**src/rtl/uart_fifo_param.sv**
```systemverilog
// First-word-fall-through FIFO for the UART TX/RX paths, with configurable width and depth.
// Provides a fill level, almost-full/almost-empty flags, sticky error flags and a flush.
module uart_fifo_param #(
    parameter int DATA_W    = 8,
    parameter int ADDR_W    = 4,
    parameter int AF_THRESH = 12,
    parameter int AE_THRESH = 2
) (
    input  logic              clk,
    input  logic              reset_n,
    input  logic              flush,
    input  logic              write_en,
    input  logic [DATA_W-1:0] write_data,
    input  logic              read_en,
    output logic [DATA_W-1:0] read_data,
    output logic [ADDR_W:0]   level,
    output logic              empty,
    output logic              full,
    output logic              almost_empty,
    output logic              almost_full,
    output logic              overflow,
    output logic              underflow,
    input  logic              err_clr
);

    localparam int unsigned DEPTH = 1 << ADDR_W;
    localparam int          LVL_W = ADDR_W + 1;

    localparam logic [ADDR_W:0] LVL_FULL = LVL_W'(DEPTH);
    localparam logic [ADDR_W:0] LVL_AF   = LVL_W'(AF_THRESH);
    localparam logic [ADDR_W:0] LVL_AE   = LVL_W'(AE_THRESH);

    logic [DATA_W-1:0] mem [DEPTH];
    logic [ADDR_W-1:0] wr_ptr;
    logic [ADDR_W-1:0] rd_ptr;
    logic [ADDR_W:0]   level_q;
    logic              overflow_q;
    logic              underflow_q;

    logic push_ok;
    logic pop_ok;
    logic do_push;
    logic do_pop;
    logic ovf_evt;
    logic unf_evt;

    always_comb begin
        empty        = (level_q == '0);
        full         = (level_q == LVL_FULL);
        almost_empty = (level_q <= LVL_AE);
        almost_full  = (level_q >= LVL_AF);
        level        = level_q;
        overflow     = overflow_q;
        underflow    = underflow_q;
        read_data    = empty ? '0 : mem[rd_ptr];
    end

    // A read on a full FIFO frees a slot in the same cycle, so the write is kept.
    always_comb begin
        push_ok = write_en & (~full | read_en);
        pop_ok  = read_en & ~empty;
        do_push = push_ok & ~flush;
        do_pop  = pop_ok & ~flush;
        ovf_evt = write_en & ~push_ok & ~flush;
        unf_evt = read_en & empty & ~flush;
    end

    always_ff @(posedge clk) begin
        if (do_push) begin
            mem[wr_ptr] <= write_data;
        end
    end

    always_ff @(posedge clk or negedge reset_n) begin
        if (!reset_n) begin
            wr_ptr  <= '0;
            rd_ptr  <= '0;
            level_q <= '0;
        end else if (flush) begin
            wr_ptr  <= '0;
            rd_ptr  <= '0;
            level_q <= '0;
        end else begin
            if (do_push) begin
                wr_ptr <= wr_ptr + ADDR_W'(1);
            end
            if (do_pop) begin
                rd_ptr <= rd_ptr + ADDR_W'(1);
            end
            case ({do_push, do_pop})
                2'b10:   level_q <= level_q + LVL_W'(1);
                2'b01:   level_q <= level_q - LVL_W'(1);
                default: level_q <= level_q;
            endcase
        end
    end

    // A new error event in the same cycle as err_clr leaves the flag set.
    always_ff @(posedge clk or negedge reset_n) begin
        if (!reset_n) begin
            overflow_q  <= 1'b0;
            underflow_q <= 1'b0;
        end else begin
            if (ovf_evt) begin
                overflow_q <= 1'b1;
            end else if (err_clr) begin
                overflow_q <= 1'b0;
            end
            if (unf_evt) begin
                underflow_q <= 1'b1;
            end else if (err_clr) begin
                underflow_q <= 1'b0;
            end
        end
    end

endmodule

```
**config.mk**
```make
export PLATFORM = sky130hd
export DESIGN_NAME = uart_fifo_param
export DESIGN_NICKNAME = d
export VERILOG_FILES = /design/src/rtl/uart_fifo_param.sv
export SDC_FILE = /design/constraint.sdc
export NUM_CORES = 1
export LEC_CHECK = 0
export CORE_ASPECT_RATIO = 0.5
export CORE_UTILIZATION = 40
export CTS_CLUSTER_SIZE = 14
export DETAILED_ROUTE_END_ITERATION = 16
export MAX_ROUTING_LAYER = met4
export PLACE_DENSITY_LB_ADDON = 0.1
export SYNTH_ARGS = -nofsm -noshare
export SYNTH_HDL_FRONTEND = slang
export SYNTH_SLANG_ARGS = --single-unit
```
**constraint.sdc**
```tcl
create_clock -name clk -period 4.1 [get_ports clk]
set_clock_uncertainty 0.05 [all_clocks]
set_input_delay 0.41 -clock clk [delete_from_list [all_inputs] [get_ports clk]]
set_output_delay 0.41 -clock clk [all_outputs]
set_load 0.01 [all_outputs]
```
Word level (Yosys, flattened, before mapping). Memories as Yosys holds them, arrays and structs flattened. Index checks and enable logic that the tools add are counted. Widths: inputs -> output; s select.

$add $sub $neg: 4. $lt $le $gt $ge: 2. Eq/ne operators: 3. Multiplexer cells: 12. Bitwise gates (word level): 13. Reductions and logical operators: 6.

Operators with widths (number): $mux 4 (4); $pmux 5 s2 (1); $add 4x1->4 const B (2); $and 1x1->1 (8); $mux 8 (1); $reduce_bool 2->1 (4); $add 5x1->5 const B (1); $eq 5x5->1 const B (1); $ge 5x4->1 const B (1); $le 5x2->1 const B (1); $logic_not 5->1 (1); $mux 1 (5); $mux 5 (1); $sub 5x1->5 const B (1); $not 1->1 (4); $reduce_bool 3->1 (1); $eq 2x1->1 const B (1); $eq 2x2->1 const B (1); $or 1x1->1 (1).

Register bits after elaboration: 15. Bits in writable memories: 128. Logic and storage cells: 46. Memories kept: 1.

Memories: mem (words 16, width 8, read ports 1, clocked after memory_dff 0, write ports 1, RTL line 33) `logic [DATA_W-1:0] mem [DEPTH];`.

Depth between registers and ports, before layout.
Depth after elaboration: 8. Mapped depth: 10.

Worst setup path before layout. No wires, ideal clock.

Kind: input-to-reg. Start: input write_en. End: register level_q[4] (netlist: level[4]). Setup time: 0.069 ns. Data arrival time: 2.583 ns. Required time: 3.981 ns. Slack: 1.398 ns. Stages on the path: 10. Cell sequence: clkbuf_1 > or3b_2 > o21bai_4 > xnor2_1 > ha_1 > or3_1 > a21oi_1 > mux2i_1 > or4_1 > nand3_1.

Word-level cells in the longest chain between the ends: 5.

Ends and longest elaborated chain: start, declared (RTL line 12) `input logic write_en,`; $and 1x1->1 * (RTL line 60) `push_ok = write_en & (~full | read_en);`; $and 1x1->1 * (RTL line 62) `do_push = push_ok & ~flush;`; $eq 2x1->1 or $eq 2x2->1 (tied branches) (RTL line 90) `case ({do_push, do_pop})`; $pmux 5 s2 (RTL line 90); $mux 5 (RTL line 79) `end else if (flush) begin`; end signal, assigned (RTL line 91) `2'b10: level_q <= level_q + LVL_W'(1);`; end signal, assigned (RTL line 92) `2'b01: level_q <= level_q - LVL_W'(1);`; end signal, assigned (RTL line 93) `default: level_q <= level_q;`; end, declared (RTL line 36) `logic [ADDR_W:0] level_q;`.

Mark *: on every way between the ends. The rest lies on a longest branch, timed or not. A chain may end at the register's enable or synchronous reset.

Worst setup path in the final report.
Start: register level_q[1] (netlist: level[1]). End: output read_data[2].

Word-level cells in the longest chain between the ends: 2.

Ends and longest elaborated chain: $logic_not 5->1 (RTL line 48) `empty = (level_q == '0);`; $mux 8 (RTL line 55) `read_data = empty ? '0 : mem[rd_ptr];`; end, declared (RTL line 15) `output logic [DATA_W-1:0] read_data,`.

Every way passes these cells.

==> summary.md <==
| Metric | Value |
|---|---|
| Initial antenna violation count | 0 |
| Worst setup SP type | flop |
| Final nets | 389 |
| HP Class | input port to asynchronous set/reset pin |
| Worst EP required | 3.64 ns |
| Dominant cells by area after synthesis | edfxtp_1 65%, mux4_2 12%, dfrtp_1 6.3% |
| Max-Cap Viols | 0 |
| Post-synthesis cell type count | 42 |
| CTS Buffer Depth | 2 |
| Starting Density | just over 40% |
| Register area | 4220 um^2 |
| Clk Latency, worst-skew pair | 0.41 ns |
| Gr usage total | 18.7% |
| CTS Buf Count | 17 |
| Final WL | 12600 um |
| Largest net degree at the start of global routing | 36 |
| Mapped cell area | just under 6000 um^2 |
| Post-synth top cells | 128 x edfxtp_1, 32 x mux4_2, 20 x nor2_1 |
| Post-route ant nets | 0 |
| # diodes | 0 |
| Multi-input gate area | between 1500 and 2000 um^2 |
| Syn. warnings | 0 |
| Initial DRT Pass Iterations | 4 |
| Final Wtd Congestion | 0.803 |
| P&R area growth vs syn | 20.2% |
| Number of synthesized flops with an enable pin | 128 |
| Max VDD drop | around 0.33 mV |
| First-pass GRT wire length | 19600 um |
| Max Freq | 292 MHz |
| Cell taking the most area after synthesis | edfxtp_1 |
| Worst Setup End Kind | primary output |
| Fin. max-slew vios | 0 |
| R2r setup slk | between 1 and 1.5 ns |
| Final Hold Viols | 0 |
| Critical Path AT | 2.96 ns |
| Std-Cell Rows | 31 |
| Synth Flop Type | edfxtp_1 |
| Count of final setup violators | 0 |
| Setup TNS | 0 ns |
| Sink Count | approximately 140 |
| Cell Pwr Density | 640 nW/um^2 |
| Core Region | 14500 um^2 |
| Fraction of layout instances using a drive strength above 1 | between 15 and 20% |
| Die height | between 80 and 90 um |
| Top-count cell post-synth | edfxtp_1 |
| Syn Nets | 350 |
| Register area share after synthesis | 71.2% |
| Hold Slack | 0.373 ns |
| Top cell type's share of synthesized area | 64.9% |
| RSZ-0062 raised after global routing | false |
| Synth Register Bits | around 140 |
| Least-Margin Pin Slew | 1.13 ns |
| Post-CTS Setup Inserts | 0 |
| Die Area | roughly 15000 um^2 |
| I/O pin cnt | 33 |
| Vias in the first global route | 3259 |
| # fillers | 1197 |
| Port buffer count | 32 |
| Hold buffer count at cts | 0 |
| H-Tree Depth | 4 |
| Worst-case reg-to-reg path depth | 5 |
| Starting DRC count in detailed routing | 237 |
| Slew headroom | 25.0% |
| HPWL Detailed | 8270 um |
| Final worst-path cycle share | 83.5% |
| Leak Pwr | roughly 2.3 nW |
| FFs w/ async S/R, synth | roughly a tenth |
| Syn avg cell area | 18.0 um^2 |
| # resized after CTS | 0 |
| Drt wl/cell | approximately 22 um |
| Cells after synthesis | 329 |
| CTS Root Cell | clkbuf_16 |
| Total vias in the final route | 3057 |
| Critical path peak fanout | 9 |
| Crit Path Category | flop to primary output |
| CTS tree | yes |
| Status | completed |
| Die width | 174 um |
| Routed vias/inst | around 5.3 |
| Clock-pin slew on the worst setup and hold paths | 0.06 ns |
| DRC | 0 |
| Grt ovf | 0 |
| Minimum clock period | 3.42 ns |
-- cells by family after synthesis --
family	Yosys count	synth area share, %
AO/OA/AOI/OAI	26	3.36
XOR/XNOR	8	1.18
adder cells (fa/ha/maj)	7	1.48
buffers and inverters	28	2.07
flip-flops	143	71.2
multiplexers	50	15.2
AND/OR/NAND/NOR	67	5.49
-- routing by layer --
layer / track usage, % / vias up / wire length (um)
li1: - / 1385 / -
met1: 26.7 / 1568 / 6020
met2: 26.5 / 97 / 5560
met3: 3.73 / 7 / 942
met4: 7.18 / 0 / 82
met5: - / - / 0
-- cells in the final DEF, fill, tap and decap left out, types with 2 or more instances in the layout --
cell	count
edfxtp_1	128
mux4_2	32
clkdlybuf4s50_1	32
nor2_1	20
mux2i_1	17
nand2_1	17
clkbuf_16	17
dfrtp_1	14
inv_1	8
o22ai_1	8
nand3_1	8
ha_1	7
buf_4	7
bufinv_16	6
nand2b_1	5
nor3_1	5
xor2_1	5
a21oi_1	4
xnor2_1	3
o21ai_0	3
clkinv_1	3
a22oi_1	2
or3_1	2
o32ai_1	2
clkinv_2	2
clkinv_4	2
-- path summary, 6_finish.rpt --
| path | from | end |
|---|---|---|
| max in group asynchronous | reset_n | rd_ptr[0] |
| min in group clk | underflow | underflow |
| hold reg to reg | underflow | underflow |
| setup reg to reg | level[2] | mem[4][7] |
| hold / removal | reset_n | level[0] |
| setup / recovery | level[1] | read_data[2] |
-- stage by stage --
step | utilization, % | setup WS [ns] | instance area [um^2] | total power, W | std cells
6_report | 49.2 | 0.677 | 7120 | 0.00456 | 578
5_1_grt | 49.2 | 0.436 | 7120 | 0.00475 | 578
4_1_cts | 49.2 | 0.648 | 7120 | 0.00460 | 578
3_5_place_dp | 44.8 | 0.795 | 6470 | 0.00291 | 547
3_3_place_gp | 44.8 | 0.884 | 6470 | 0.00289 | 547
2_1_floorplan | - | 1.40 | 5930 | 0.00245 | 329
-- state kept, by name, summed over array words and instances, names as in the netlist --
name,cells
wr_ptr,4
level,5
rd_ptr,4
mem,128
underflow,1
overflow,1
-- worst max-delay path: stages (launching register included) --
cell             delay [ns]
dfrtp_1                0.49
nor4_1                 0.59
nand2b_1               0.35
nand2b_1               0.42
o22ai_1                0.19
clkdlybuf4s50_1        0.51
-- report_power, final --
| group | switching, W | leakage [nW] | total, W | internal, W |
|---|---|---|---|---|
| registers | 0.000110 | 1.35 | 0.00175 | 0.00164 |
| logic | 0.000527 | 0.650 | 0.00112 | 0.000591 |
| clock network | 0.000560 | 0.316 | 0.00169 | 0.00113 |
| total | 0.00120 | 2.32 | 0.00456 | 0.00336 |
-- area by class of cell --
type,count,area share (%)
clock buffers,18,6.02
clock inverters,13,3.07
inverters,8,0.422
multi-input cells,158,22.2
flip-flops and latches,143,59.2
well taps,198,3.48
repair buffers,40,5.52
No activity file was read; power rests on OpenSTA's default activity.
